### config.mk
export PLATFORM = sky130hd
export DESIGN_NAME = painel_tick_ctrl
export DESIGN_NICKNAME = d
export VERILOG_FILES = /design/src/rtl/painel_tick_ctrl.sv
export SDC_FILE = /design/constraint.sdc
export NUM_CORES = 1
export LEC_CHECK = 0
export CAP_MARGIN = 20
export CORE_MARGIN = 2
export CORE_UTILIZATION = 56
export DETAILED_ROUTE_END_ITERATION = 7
export PLACE_DENSITY = 0.78
export SLEW_MARGIN = 10
export SYNTH_ARGS = -nofsm -noshare
export SYNTH_HDL_FRONTEND = slang
export SYNTH_SLANG_ARGS = --single-unit
### constraint.sdc
create_clock -name clk -period 2 [get_ports clk]
set_clock_uncertainty 0.05 [all_clocks]
set_input_delay 0.4 -clock clk [delete_from_list [all_inputs] [get_ports clk]]
set_output_delay 0.4 -clock clk [all_outputs]
set_load 0.005 [all_outputs]
### src/rtl/painel_tick_ctrl.sv
// painel_tick_ctrl: display-scan / message-scroll tick generator with IDLE/RUN/PAUSE control.
// Latency: ticks are combinational from the counters, so they fall in the cycle the count reaches DIV-1.
//    Counters, digit_sel and scroll_pos update on the edge that ends that cycle.
// Backpressure: none. pause freezes all progress, stop clears it, and rst overrides both.
//
// Ports:
//    clk, rst                  single clock, synchronous active-high reset
//    start, pause, stop        control requests; priority is stop > pause > start
//    scan_tick, scroll_tick    one-cycle enables, asserted only while counting in RUN
//    digit_sel [3:0]           one-hot active digit, rotated on each scan_tick
//    scroll_pos [4:0]          message offset, advanced on each scroll_tick
//    wrap                      scroll_tick in which scroll_pos wraps from MSG_LEN-1 to 0
//    running                   high only in RUN
//
// Build option: define PAINEL_FASTSIM_EN to replace SCROLL_DIV with 4*SCAN_DIV.
module painel_tick_ctrl #(
   parameter int SCAN_DIV   = 32,
   parameter int SCROLL_DIV = 16777216,
   parameter int MSG_LEN    = 16
) (
   input  logic       clk,
   input  logic       rst,
   input  logic       start,
   input  logic       pause,
   input  logic       stop,
   output logic       scan_tick,
   output logic       scroll_tick,
   output logic [3:0] digit_sel,
   output logic [4:0] scroll_pos,
   output logic       wrap,
   output logic       running
);

`ifdef PAINEL_FASTSIM_EN
   localparam int SCROLL_EFF = 4 * SCAN_DIV;
`else
   localparam int SCROLL_EFF = SCROLL_DIV;
`endif

   localparam int SCAN_W = (SCAN_DIV > 1) ? $clog2(SCAN_DIV) : 1;

   localparam logic [SCAN_W-1:0] SCAN_LAST   = SCAN_W'(SCAN_DIV - 1);
   localparam logic [23:0]       SCROLL_LAST = 24'(SCROLL_EFF - 1);
   localparam logic [4:0]        POS_LAST    = 5'(MSG_LEN - 1);

   typedef enum logic [1:0] {
      S_IDLE  = 2'd0,
      S_RUN   = 2'd1,
      S_PAUSE = 2'd2
   } state_t;

   state_t            state_q, state_d;
   logic [SCAN_W-1:0] scan_cnt_q, scan_cnt_d;
   logic [23:0]       scroll_cnt_q, scroll_cnt_d;
   logic [3:0]        digit_sel_q, digit_sel_d;
   logic [4:0]        scroll_pos_q, scroll_pos_d;

   logic advance;
   logic scan_hit;
   logic scroll_hit;

   // State register.
   always_ff @(posedge clk) begin
      if (rst) state_q <= S_IDLE;
      else     state_q <= state_d;
   end

   // Next-state logic. A cycle in which pause is high never starts or resumes the run.
   always_comb begin
      state_d = state_q;
      if (stop) begin
         state_d = S_IDLE;
      end else begin
         case (state_q)
            S_IDLE:  if (start && !pause) state_d = S_RUN;
            S_RUN:   if (pause)           state_d = S_PAUSE;
            S_PAUSE: if (start && !pause) state_d = S_RUN;
            default:                      state_d = S_IDLE;
         endcase
      end
   end

   // Output logic. A RUN cycle in which pause or stop is sampled does not count:
   // it produces no tick and the counters hold (pause) or clear (stop).
   always_comb begin
      advance     = !rst && (state_q == S_RUN) && !pause && !stop;
      scan_hit    = (scan_cnt_q == SCAN_LAST);
      scroll_hit  = (scroll_cnt_q == SCROLL_LAST);
      scan_tick   = advance && scan_hit;
      scroll_tick = advance && scroll_hit;
      wrap        = scroll_tick && (scroll_pos_q == POS_LAST);
      running     = !rst && (state_q == S_RUN);
      digit_sel   = digit_sel_q;
      scroll_pos  = scroll_pos_q;
   end

   // Counter and position update. IDLE is entered only through rst or stop, and both
   // leave the counters at zero, so a fresh start always begins from zero.
   always_comb begin
      scan_cnt_d   = scan_cnt_q;
      scroll_cnt_d = scroll_cnt_q;
      digit_sel_d  = digit_sel_q;
      scroll_pos_d = scroll_pos_q;
      if (stop) begin
         scan_cnt_d   = '0;
         scroll_cnt_d = '0;
         digit_sel_d  = 4'b0001;
         scroll_pos_d = '0;
      end else if (advance) begin
         scan_cnt_d   = scan_hit   ? '0 : scan_cnt_q + 1'b1;
         scroll_cnt_d = scroll_hit ? '0 : scroll_cnt_q + 24'd1;
         if (scan_hit)
            digit_sel_d = {digit_sel_q[2:0], digit_sel_q[3]};
         if (scroll_hit)
            scroll_pos_d = (scroll_pos_q == POS_LAST) ? 5'd0 : scroll_pos_q + 5'd1;
      end
   end

   always_ff @(posedge clk) begin
      if (rst) begin
         scan_cnt_q   <= '0;
         scroll_cnt_q <= '0;
         digit_sel_q  <= 4'b0001;
         scroll_pos_q <= '0;
      end else begin
         scan_cnt_q   <= scan_cnt_d;
         scroll_cnt_q <= scroll_cnt_d;
         digit_sel_q  <= digit_sel_d;
         scroll_pos_q <= scroll_pos_d;
      end
   end

endmodule

==> metrics.sh <==
POWER.SWITCHING_uW=305
NUM_ROWS=21
COMMONEST_CELLS_AFTER_ROUTING_FILL_AND_TAPS_ASIDE='buf_4 (62), dfxtp_1 (36), a21oi_1 (31), nand2_1 (22)'
LAYOUT-DRIVE-GT1-SHARE_PCT=31.6
CP_DATA_REQUIRED_TIME_NS=1.55
GP_ROUTABILITY_CONGESTION=0.813
SYNTH-EDFF-COUNT=0
FINAL.PERIOD_UTILIZATION_PCT=110
CP.ARRIVAL_NS=1.75
SYN-NUM-NETS=247
REPORT.FINAL.SLEW_VIOL_COUNT=0
FILLERINSTANCES=196
SYNTHESIS.INSTANCES=238
CAP_VIOL_MAX_COUNT=0
CRITICAL_PATH.ENDPOINT='wrap'
INITIAL_UTILIZATION_PCT=58.9
SETUP_REPAIR_AFTER_GLOBAL_ROUTING_MISSED_ITS_MARGIN='yes'
SHARE_COMB_OF_TOTAL_POWER_PCT=4.8
MAXSLEWHEADROOM_PCT=74.5
OVERALL_GLOBAL_ROUTING_RESOURCE_USAGE_PCT=30.0
POWERDENSITY_nW_PER_UM2=469
DRC=0
CTS.REPORTEDPATHS.CLKPINSLEW_NS=0.12
AVGROUTEDWIREPERCELL_UM=16.8
SYNTHFLOPTYPE='dfxtp_1'
TIMING.FINAL.HOLD_VIOLATIONS=0
POWER_LEAKAGE_nW=0.988
TIMING.REG2REG.SETUP_SLACK_NS=-0.01
N_ANTENNA_CELL=0
NETLIST-CELL-TYPE-COUNT=40
FINAL_UTIL_PCT=84.3
DIE_AREA_UM2=4030
SYNTH.YOSYS.WARNINGS=0
POST-ROUTE-WORST-SETUP-SLACK_NS=-0.195
PLACE.DETAILED.HPWL_UM=3710
SETUP_VIOL_COUNT_FINAL=3
SEQ_POWER_SHARE_PCT=60.0
VIOLATIONS='setup timing'
FIRST_PASS_GRT_WIRE_LENGTH_UM=9340
PLACEMENT.IO_BUFFERS=17
POST-ROUTE-MIN-PERIOD_NS=2.20
DETAIL-ROUTE-ANTENNA-NETS=0
POWER.SHARE.CLOCK_PCT=35.2
DRT-TOTAL-WL_UM=6070
CTS_ROOT_BUF='clkbuf_4'
FIRST_GLOBAL_VIAS=2067
GRTUSAGEMET1_PCT=36.0
FMAX_GHz=0.456
WORST_SKEW_PAIR.LATE_LATENCY_NS=0.36
ASYNCSETRESETFLOPFRACSYNTH_PCT=0
TRITONCTS='done'
DESIGN_POWER_TOTAL_mW=1.33
REG2REG_DEPTH=7
SYNTH-SEQ-AREA-SHARE_PCT=40.5
SYNTH_AREA_UM2=1980
TIMING_WORST_SLEW_PIN_VALUE_NS=0.377
SYN_TO_FINAL_GROWTH_PCT=43.3
GRT.MET2_USAGE_PCT=52.0
SYNTHESIS.AREA_PER_INSTANCE_UM2=8.32
FINAL_NET_COUNT=325
CTS.SINKS=40
CORE_AREA_UM2=3360
LAYOUT_COMMONEST_CELL='buf_4'
POST_DRT_VIA_CELL_RATIO=6.13
NUMBER_OF_DETAILED_ROUTE_ITERATIONS_IN_THE_FIRST_PASS=7
P_SW_SHARE_PCT=22.9
IOS=18
GRT_MAX_DEGREE=23
POWER.INTERNAL_mW=1.02
DIEHEIGHT_UM=63.5
DR_TOTAL_VIAS=2219
CRITPATHLAUNCHTYPE='flop'
R2R-START='scroll_cnt_q[0]'
TIMING.CRITICAL_PATH.TO_TYPE='output pin'
SETUP_TOTAL_NEGATIVE_SLACK_NS=-0.351
WORSTSETUPPATHTYPE='reg2out'
CTS_MADE_BUFFERS=5
HOLDBUFCOUNTCTS=0
GRT_REMAINING_OVERFLOW=0
CP_MAX_FO=3
RUN_STATUS='finished with violations'
VDD_IR_DROP_MAX_mV=0.511
CTS_HTREE_LEVELS=2
FP.DIEW_UM=63.5
HOLDCRITPATHCLASS='in2reg'
GR-USAGE-MET3_PCT=7.86
SYNTH-SEQ-CELLS=40
CRIT_START='scroll_cnt_q[0]'
CLOCKBUFFERDEPTH=2
TOP_USAGE_LAYER='met2'
R2R_END='scroll_pos[2]'
ANTENNA_FOUND_INITIAL=0
DRT_ITER0_MARKERS=244
==> worst max-delay path, cell delays in order (launching register included) <==
cell	delay, ns
dfxtp_2	0.37
ha_4	0.13
and3_4	0.19
nand4_1	0.13
or2_4	0.29
nor4_2	0.13
buf_2	0.15
==> registers in the layout, summed over array words and instances (netlist names) <==
| name | cells |
|---|---|
| scroll_cnt_q | 24 |
| scan_cnt_q | 5 |
| state_q | 2 |
| scroll_pos | 5 |
| digit_sel | 4 |
==> kinds of logic (layout without fill, tap and decap cells) <==
family	Yosys count	after routing	synth area share (%)
simple gates	107	107	32.0
compound gates	69	69	20.4
flops	40	40	40.5
buf+inv	14	92	2.91
fa+ha+maj	4	4	2.53
xor+xnor	4	4	1.77
==> cells in the mapped netlist, types with 2 or more instances <==
master	n	share of area [%]
clkbuf_1	6	1.1
nand2_1	22	4.2
nor4_1	3	0.95
o31ai_1	14	5.3
nand4_1	13	4.1
xnor2_1	3	1.3
and2_1	4	1.3
o211ai_1	3	1.1
dfxtp_1	40	40
nor4b_1	2	0.89
or3_1	4	1.3
or4_1	14	5.3
a21oi_1	34	8.6
nand3b_1	2	0.76
and4_1	4	1.8
nand2b_1	2	0.63
and3_1	6	1.9
nor2_1	8	1.5
ha_1	4	2.5
buf_2	4	1.0
o21ai_0	12	3.0
nor3_1	4	1.0
inv_1	3	0.57
nand3_1	11	2.8
==> per-stage QoR <==
stage	instance area (um2)	setup slack, ns	hold slack (ns)	instances
after floorplan	1990	0.0131	0.391	238
after detailed placement	2600	-0.504	0.416	348
after global placement	2600	-0.489	0.394	348
final	2840	-0.195	0.392	362
after global routing	2840	-0.292	0.408	362
after CTS	2750	-0.173	0.432	358
==> power groups by stage <==
stage | registers (mW) | clock network, mW | logic, mW
after CTS | 0.798 | 0.465 | 0.0529
after floorplan | 0.817 | 0 | 0.0219
after global routing | 0.799 | 0.501 | 0.0677
final | 0.798 | 0.467 | 0.0641
after global placement | 0.816 | 0 | 0.0499
after detailed placement | 0.816 | 0 | 0.0513
==> layout make-up <==
type / instances / area, um2 / share of cell area [%]
timing repair buffer: 82 / 656 / 23.1
inverter: 3 / 11.3 / 0.397
sequential: 40 / 806 / 28.4
multi-input combinational: 184 / 1240 / 43.8
clock buffer: 7 / 65.1 / 2.29
tap: 46 / 57.6 / 2.03
==> what timing repair did <==
action / CTS / global route
pin swaps: 5 / 6
endpoints found under the setup margin: 7 / 21
resized for setup: 27 / 18
setup buffers: 3 / 3
cloned: 0 / 1
==> metal layers <==
| metal | vias up | wire length [um] | part of all wire [%] |
|---|---|---|---|
| li1 | 1075 | - | - |
| met1 | 1033 | 2620 | 43 |
| met2 | 98 | 2990 | 49 |
| met3 | 13 | 369 | 6.1 |
| met4 | 0 | 95 | 1.6 |
| met5 | - | 0 | 0 |
==> worst min path at each step <==
stage | end | slack [ns] | cells past startpoint | startpoint
2_1_floorplan | scan_cnt_q[4] | 0.39 | 2 | scan_cnt_q[4]
3_5_place_dp | scroll_pos[4] | 0.42 | 1 | scroll_pos[4]
4_1_cts | scroll_pos[4] | 0.43 | 1 | scroll_pos[4]
6_report | state_q[1] | 0.39 | 3 | pause
5_1_grt | state_q[1] | 0.41 | 3 | pause
3_3_place_gp | scroll_pos[4] | 0.39 | 1 | scroll_pos[4]
No activity file was read; power rests on OpenSTA's default activity.
